==> src/rtl/pc_arb_pkg.sv <==
// rtl/pc_arb_pkg.sv - shared constants, state type and helpers for the N/K/M stream arbiter
//
// Contents:
//   SEL_N / SEL_K / SEL_M / SEL_NONE : one-hot grant and source encodings
//   BURST_LEN_DEFAULT                : default maximum beats per grant
//   arb_state_t                      : arbiter state {IDLE, GRANT}
//   rot_next()                       : one-hot rotate to the next requester (N->K->M->N)

package pc_arb_pkg;

   localparam logic [2:0] SEL_NONE = 3'b000;
   localparam logic [2:0] SEL_N    = 3'b001;
   localparam logic [2:0] SEL_K    = 3'b010;
   localparam logic [2:0] SEL_M    = 3'b100;

   localparam int BURST_LEN_DEFAULT = 4;

   typedef enum logic {
      IDLE  = 1'b0,
      GRANT = 1'b1
   } arb_state_t;

   function automatic logic [2:0] rot_next(input logic [2:0] sel);
      return {sel[1:0], sel[2]};
   endfunction

endpackage

==> src/rtl/pc_mux3_onehot.sv <==
// rtl/pc_mux3_onehot.sv - 3-to-1 one-hot data mux for the shared pointcloud datapath
//
// Ports:
//   sel  in  3  one-hot select {d2, d1, d0}
//   d0   in  W  input selected by sel[0]
//   d1   in  W  input selected by sel[1]
//   d2   in  W  input selected by sel[2]
//   y    out W  selected data; all zeros when sel is 000

module pc_mux3_onehot #(
   parameter int W = 8
) (
   input  logic [2:0]   sel,
   input  logic [W-1:0] d0,
   input  logic [W-1:0] d1,
   input  logic [W-1:0] d2,
   output logic [W-1:0] y
);

   assign y = ({W{sel[0]}} & d0) | ({W{sel[1]}} & d1) | ({W{sel[2]}} & d2);

endmodule

==> src/rtl/rr_pick3.sv <==
// rtl/rr_pick3.sv - combinational rotating-priority picker over three requesters
//
// Ports:
//   req  in  3  request vector {M, K, N}
//   ptr  in  3  one-hot priority pointer; the requester it names is tried first
//   win  out 3  one-hot winner, SEL_NONE when no request is set

module rr_pick3
   import pc_arb_pkg::*;
(
   input  logic [2:0] req,
   input  logic [2:0] ptr,
   output logic [2:0] win
);

   always_comb begin
      win = SEL_NONE;
      case (ptr)
         SEL_K: begin
            if (req[1])      win = SEL_K;
            else if (req[2]) win = SEL_M;
            else if (req[0]) win = SEL_N;
         end
         SEL_M: begin
            if (req[2])      win = SEL_M;
            else if (req[0]) win = SEL_N;
            else if (req[1]) win = SEL_K;
         end
         default: begin
            if (req[0])      win = SEL_N;
            else if (req[1]) win = SEL_K;
            else if (req[2]) win = SEL_M;
         end
      endcase
   end

endmodule

==> src/rtl/nkm_stream_arbiter.sv <==
// rtl/nkm_stream_arbiter.sv - round-robin burst arbiter sharing one datapath between streams N, K, M
//
// Ports:
//   clk, rst                    clock and synchronous active-high reset
//   n/k/m_valid, n/k/m_data     producer beats
//   n/k/m_ready                 beat accepted this cycle (combinational)
//   grant_sel                   one-hot mux select, 000 when no stream is granted
//   out_valid, out_data         single-stage output register toward the downstream stage
//   out_src                     one-hot source tag of the beat in out_data
//   out_ready                   downstream accepts the output beat
//   busy                        high while a stream is granted

module nkm_stream_arbiter
   import pc_arb_pkg::*;
#(
   parameter int DATA_W    = 8,
   parameter int BURST_LEN = BURST_LEN_DEFAULT
) (
   input  logic              clk,
   input  logic              rst,
   input  logic              n_valid,
   input  logic [DATA_W-1:0] n_data,
   output logic              n_ready,
   input  logic              k_valid,
   input  logic [DATA_W-1:0] k_data,
   output logic              k_ready,
   input  logic              m_valid,
   input  logic [DATA_W-1:0] m_data,
   output logic              m_ready,
   output logic [2:0]        grant_sel,
   output logic              out_valid,
   output logic [DATA_W-1:0] out_data,
   output logic [2:0]        out_src,
   input  logic              out_ready,
   output logic              busy
);

   localparam logic [7:0] BURST_LAST = 8'(BURST_LEN);

   arb_state_t        state, state_nx;
   logic [2:0]        grant_nx;
   logic [2:0]        ptr, ptr_nx;
   logic [7:0]        count, count_nx;
   logic              out_valid_nx;
   logic [DATA_W-1:0] out_data_nx;
   logic [2:0]        out_src_nx;

   logic [2:0]        valid_vec;
   logic [2:0]        winner;
   logic [2:0]        ready_vec;
   logic [DATA_W-1:0] mux_y;
   logic              slot_free;
   logic              granted_valid;
   logic              accept;
   logic              last_beat;

   assign valid_vec     = {m_valid, k_valid, n_valid};
   assign slot_free     = !out_valid || out_ready;
   assign granted_valid = |(grant_sel & valid_vec);
   assign ready_vec     = (state == GRANT && slot_free) ? grant_sel : SEL_NONE;
   assign n_ready       = ready_vec[0];
   assign k_ready       = ready_vec[1];
   assign m_ready       = ready_vec[2];
   assign accept        = (state == GRANT) && granted_valid && slot_free;
   assign last_beat     = (count + 8'd1) == BURST_LAST;

   rr_pick3 u_pick (
      .req (valid_vec),
      .ptr (ptr),
      .win (winner)
   );

   pc_mux3_onehot #(.W(DATA_W)) u_mux (
      .sel (grant_sel),
      .d0  (n_data),
      .d1  (k_data),
      .d2  (m_data),
      .y   (mux_y)
   );

   always_ff @(posedge clk) begin
      if (rst) begin
         state     <= IDLE;
         grant_sel <= SEL_NONE;
         ptr       <= SEL_N;
         count     <= '0;
         out_valid <= 1'b0;
         out_data  <= '0;
         out_src   <= SEL_NONE;
         busy      <= 1'b0;
      end else begin
         state     <= state_nx;
         grant_sel <= grant_nx;
         ptr       <= ptr_nx;
         count     <= count_nx;
         out_valid <= out_valid_nx;
         out_data  <= out_data_nx;
         out_src   <= out_src_nx;
         busy      <= (state_nx == GRANT);
      end
   end

   always_comb begin
      state_nx     = state;
      grant_nx     = grant_sel;
      ptr_nx       = ptr;
      count_nx     = count;
      out_valid_nx = out_valid;
      out_data_nx  = out_data;
      out_src_nx   = out_src;

      case (state)
         IDLE: begin
            if (|valid_vec) begin
               state_nx = GRANT;
               grant_nx = winner;
               count_nx = '0;
               // pointer moves only on a grant, to the stream after the winner
               ptr_nx   = rot_next(winner);
            end else begin
               grant_nx = SEL_NONE;
            end
         end
         GRANT: begin
            if (!granted_valid) begin
               // a gap from the granted producer ends its burst
               state_nx = IDLE;
               grant_nx = SEL_NONE;
            end else if (accept) begin
               count_nx = count + 8'd1;
               if (last_beat) begin
                  state_nx = IDLE;
                  grant_nx = SEL_NONE;
               end
            end
         end
         default: begin
            state_nx = IDLE;
            grant_nx = SEL_NONE;
         end
      endcase

      // accept implies a live grant, so the mux output is always defined on load
      if (accept) begin
         out_valid_nx = 1'b1;
         out_data_nx  = mux_y;
         out_src_nx   = grant_sel;
      end else if (out_ready) begin
         out_valid_nx = 1'b0;
      end
   end

endmodule

==> config.mk <==
export PLATFORM = sky130hd
export DESIGN_NAME = nkm_stream_arbiter
export DESIGN_NICKNAME = d
export VERILOG_FILES = /design/src/rtl/pc_arb_pkg.sv /design/src/rtl/pc_mux3_onehot.sv /design/src/rtl/rr_pick3.sv /design/src/rtl/nkm_stream_arbiter.sv
export SDC_FILE = /design/constraint.sdc
export NUM_CORES = 1
export LEC_CHECK = 0
export ABC_AREA = 0
export CORE_UTILIZATION = 45
export DETAILED_ROUTE_END_ITERATION = 10
export PLACE_DENSITY = 0.88
export SLEW_MARGIN = 20
export SYNTH_ARGS = -nofsm -noshare
export SYNTH_HDL_FRONTEND = slang
export SYNTH_HIERARCHICAL = 1
export SYNTH_SLANG_ARGS = --single-unit
==> constraint.sdc <==
create_clock -name clk -period 3.7 [get_ports clk]
set_input_delay 0.74 -clock clk [delete_from_list [all_inputs] [get_ports clk]]
set_output_delay 0.74 -clock clk [all_outputs]
set_load 0.03 [all_outputs]
# [After elaboration in Yosys (flattened, before gate mapping)]
# Index checks and enable logic that the tools add are counted.
# Widths: inputs -> output; s select.
[word_totals] n_memories=0 input_bits=30 latchBits=0 romBits=0 ff_bits=27 mem_bits_rw=0 output_inout_bits=19 wordCells=61
[op_classes] bitwise_logic=7 magnitude_cmp=0 reduce_logical=11 eq_ne=8 n_mul=0 div=0 n_shift=0 addsub=1 n_mux=27
[op_table] operator="$mux 3" count=12
[op_table] operator="$and 8x8->8" count=3
[op_table] operator="$mux 8" count=3
[op_table] operator="$or 8x8->8" count=2
[op_table] operator="$pmux 8 s2" count=1
[op_table] operator="$pmux 3 s2" count=2
[op_table] operator="$add 8x1->8 const B" count=1
[op_table] operator="$eq 8x3->1 const B" count=1
[op_table] operator="$mux 1" count=7
[op_table] operator="$ne 3x2->1 const B" count=2
[op_table] operator="$reduce_or 3->1" count=2
[op_table] operator="$ne 2x1->1 const B" count=2
[op_table] operator="$reduce_and 2->1" count=2
[op_table] operator="$and 3x3->3" count=1
[op_table] operator="$eq 3x2->1 const B" count=1
[op_table] operator="$eq 3x3->1 const B" count=1
[op_table] operator="$logic_and 1x1->1" count=3
[op_table] operator="$reduce_and 3->1" count=1
[op_table] operator="$mux 2" count=1
[op_table] operator="$ne 2x2->1 const B" count=1
[op_table] operator="$pmux 1 s2" count=1
[op_table] operator="$reduce_bool 2->1" count=1
[op_table] operator="$logic_not 1->1" count=1
[op_table] operator="$logic_or 1x1->1" count=1
[op_table] operator="$not 1->1" count=1

# [Longest topological paths before layout]
[logic_depth] ltp_word=7 mapped_depth=6

# [By module]
# The synthesis kept the hierarchy.
[modules_own_cells] mod="nkm_stream_arbiter" cells_per_inst=151 instances=1 seq_area_each_um2=540.5 area_each_um2=1243.7
[modules_own_cells] mod="pc_mux3_onehot" cells_per_inst=18 instances=1 seq_area_each_um2=0.0 area_each_um2=120.1
[modules_own_cells] mod="rr_pick3" cells_per_inst=12 instances=1 seq_area_each_um2=0.0 area_each_um2=91.3

# [Least setup slack after synthesis]
# No wires, ideal clock.
[synth_path] path_kind="in2out" start="input port out_ready" end="output port k_ready" arrival_time_ps=1242 cell_stages=2 setup_slack_ps=1718 cell_sequence="nand2b_1 and3_1"
[synth_between] elab_chain_cells=3
[synth_rtl] item="from (decl)" line="nkm_stream_arbiter.sv:34" source="input logic out_ready,"
[synth_rtl] item="$logic_or 1x1->1" line="nkm_stream_arbiter.sv:58" source="assign slot_free = !out_valid || out_ready;"
[synth_rtl] item="$logic_and 1x1->1" line="nkm_stream_arbiter.sv:60" source="assign ready_vec = (state == GRANT && slot_free) ? grant_sel : SEL_NONE;"
[synth_rtl] item="$mux 3" line="nkm_stream_arbiter.sv:60"
[synth_rtl] item="to (decl)" line="nkm_stream_arbiter.sv:26" source="output logic k_ready,"
# Every way passes these cells.

# [Worst setup path after layout]
# Ends and elaborated chain as after synthesis.

==> flow_metrics.env <==
export IMPL_synth_area_um2=1460
export IMPL_maxSlewViolCount=0
export IMPL_grt_pass1_vias=1313
export IMPL_drc=0
export IMPL_hold_path_class="reg -> reg"
export IMPL_min_delay_start="out_data[5]"
export IMPL_synth_simple_gate_area_share_pct=26.6
export IMPL_worst_slew_pin_slew_ps=1020
export IMPL_cp_slowest_cell="clkdlybuf4s50_1"
export IMPL_worst_path_most_repeated_cell="clkdlybuf4s50_1"
export IMPL_wirelength_mm=3.36
export IMPL_n_antenna_cell=0
export IMPL_avgViaCountPerCell=5.42
export IMPL_synth_area_per_cell_um2=8.04
export IMPL_min_path_cells=2
export IMPL_rr_endpoint="count[4]"
export IMPL_die_y_um=58.9
export IMPL_clock_latency_ps=330
export IMPL_fin_crit_sh_pct=80.9
export IMPL_clkSlewWorstSetupHoldPaths_ps=140
export IMPL_syn_nets=213
export IMPL_post_cts_setup_buffers=0
export IMPL_cap_viol_max_count=0
export IMPL_relSlewSlack_pct=31.8
export IMPL_synthAdderAreaFrac_pct=1.72
export IMPL_synth_edff_count=0
export IMPL_power_per_cell_area_nw_per_um2=276
export IMPL_synth_compound_area_share_pct=24.5
export IMPL_grt_max_degree=31
export IMPL_cp_start_kind="input pin"
export IMPL_hold_violations=0
export IMPL_drtIter0Drc=82
export IMPL_dpl_hpwl_mm=2.36
export IMPL_rsz0062_at_grt="no"
export IMPL_pre_cts_ws_ps=704
export IMPL_die_width_um=58.9
export IMPL_ys_ff_latch=27
export IMPL_grtUsageTotal_pct=20.7
export IMPL_root_buffer="clkbuf_4"
export IMPL_synth_area_top_cells="dfxtp_1 37%, nand2_1 9.0%, a21oi_1 7.9%, a222oi_1 6.2%, nor2_1 2.8%"
export IMPL_finalSetupViolCount=0
export IMPL_die_area_um2=3470
export IMPL_worstPathMaxFanout=7
export IMPL_yosysTopAreaCellShare_pct=37.1
export IMPL_path_buf_inv=2
export IMPL_fillers=288
export IMPL_critical_path_class="in -> out"
export IMPL_p_leak_nw=0.730
export IMPL_final_nets=254
export IMPL_clock_sinks=27
export IMPL_finalPower_w=0.000539
export IMPL_status="completed"
export IMPL_worst_setup_path_end_kind="primary output"
export IMPL_fin_skew_ps=9.99
export IMPL_reg2reg_from="grant_sel[0]"
export IMPL_irDropWorstVdd_mv=0.150
export IMPL_wl_per_cell_um=12.7
export IMPL_row_count=20
export IMPL_num_vias=1435
export IMPL_hold_buffers=0
export IMPL_io_pins=49
export IMPL_synth_xor_area_share_pct=2.41
export IMPL_seq_area_frac_synth_pct=37.1
export IMPL_cts_resized=0
export IMPL_drt_pass1_iter_count=4
export IMPL_grt_overflow_total=0
export IMPL_antenna_found_initial=0
export IMPL_cp_top_family="buffers and inverters"
export IMPL_start_util_pct=47.7
export IMPL_cts_tree="yes"
export IMPL_cts_htree_levels=1
export IMPL_grt_pass1_wl_mm=5.56
export IMPL_max_freq_ghz=0.334
export IMPL_yosys_area_top_type="dfxtp_1"
export IMPL_holdPathEnd="out_data[5]"
export IMPL_cpPeakStageDelay_ps=670
export IMPL_coreArea_um2=3050
export IMPL_cts_buffer_depth=2
export IMPL_cp_arrival_ps=2250
export IMPL_syn_to_final_growth_pct=34.1
export IMPL_setup_tns_final_ps=0
export IMPL_synth_top_family_by_area="simple AND/OR/NAND/NOR gates"
export IMPL_detail_route_antenna_nets=0
export IMPL_worstPathRequired_ps=2960
export IMPL_gp_congestion=0.831
export IMPL_ys_async_sr_fraction_pct=0
export IMPL_reg2reg_depth=4
export IMPL_ys_warn_count=6
export IMPL_period_minus_slack_ps=2990
export IMPL_crit_chain="clkdlybuf4s50_1 -> nand2b_1 -> and3_1 -> clkdlybuf4s50_1"
export IMPL_drive_gt1_share_pct=4.07
export IMPL_fin_ws_ps=708
export IMPL_synth_mux_area_share_pct=0
export IMPL_synthCells=181
export IMPL_portBuffers=48
export IMPL_yosys_cell_types_count=45
export IMPL_numCtsBuffers=3
export IMPL_synth_ff_type="dfxtp_1"
export IMPL_r2r_setup_slack_ps=1530
layout make-up:
cell class / instances / area [um2] / share of cell area, %
repair buffers: 49 / 488 / 25.0
flip-flops and latches: 27 / 541 / 27.7
clock buffers: 3 / 22.5 / 1.15
multi-input cells: 131 / 803 / 41.2
inverters: 10 / 37.5 / 1.92
well taps: 44 / 55.1 / 2.82
clock inverters: 1 / 5.00 / 0.256
state kept, by name (all words and copies together) (netlist names):
| name | count |
|---|---|
| out_valid | 1 |
| ptr | 3 |
| state | 1 |
| grant_sel | 3 |
| out_src | 3 |
| out_data | 8 |
| count | 8 |
tightest hold or removal path, stage by stage, from the launching register on:
cell,delay [ps]
dfxtp_1,330
nand2_1,50
a21oi_1,50
how the worst max path moves through the flow:
stage	startpoint	endpoint	cells after the start
3_5_place_dp	out_ready	k_ready	4
4_1_cts	out_ready	k_ready	4
6_report	out_ready	k_ready	4
2_1_floorplan	out_ready	k_ready	2
5_1_grt	out_ready	k_ready	4
3_3_place_gp	out_ready	k_ready	4
power breakdown:
group	internal [W]	total (W)	leakage [nW]	switching, W
logic	0.0000541	0.0000994	0.494	0.0000452
clock network	0.0000406	0.000129	0.0177	0.0000884
registers	0.000297	0.000310	0.219	0.0000129
layout by cell type, fill, tap and decap left out, drive strengths merged, types with 3 or more instances in the layout:
cell type      netlist  routed
clkdlybuf4s50        0      48
and3                 6       6
a311oi               3       3
a21oi               23      23
clkbuf               7       3
inv                 10      10
nor2                12      12
nand3                3       3
a222oi               9       9
dfxtp               27      27
o21ai                6       6
nand2b               4       4
nand2               35      35
layer usage:
| metal | track usage, % | vias to the layer above | share of wire [%] |
|---|---|---|---|
| met5 | 0 | - | 0 |
| met4 | 9.86 | 0 | 1.1 |
| met3 | 5.71 | 5 | 9.3 |
| met2 | 34.4 | 64 | 46 |
| met1 | 24.7 | 639 | 44 |
| li1 | - | 727 | - |
stage by stage:
stage	hold WS, ps	cell area (um2)	util, %	instances
final	464	1950	63.9	265
after CTS	466	1950	63.9	265
after floorplan	474	1460	-	181
after detailed placement	450	1920	63.0	261
after global placement	441	1920	63.0	261
after global routing	490	1950	63.9	265
cell usage after synthesis, types with 2 or more instances:
library cell / count
clkbuf_2: 3
xor2_1: 2
nor2_1: 11
nand3_1: 2
inv_1: 10
buf_6: 2
ha_1: 2
a311oi_1: 3
nand3b_1: 2
a222oi_1: 9
xnor2_1: 2
dfxtp_1: 27
a21oi_1: 23
o21ai_1: 5
nand2_1: 35
clkbuf_1: 4
nand2b_1: 4
buf_2: 2
and3_1: 6
o22ai_1: 2
kinds of logic after synthesis:
kind of cell,count (synthesis)
adder cells (fa/ha/maj),2
AO/OA/AOI/OAI,52
AND/OR/NAND/NOR,73
flip-flops,27
XOR/XNOR,4
buffers and inverters,23
No activity file was read; power rests on OpenSTA's default activity.
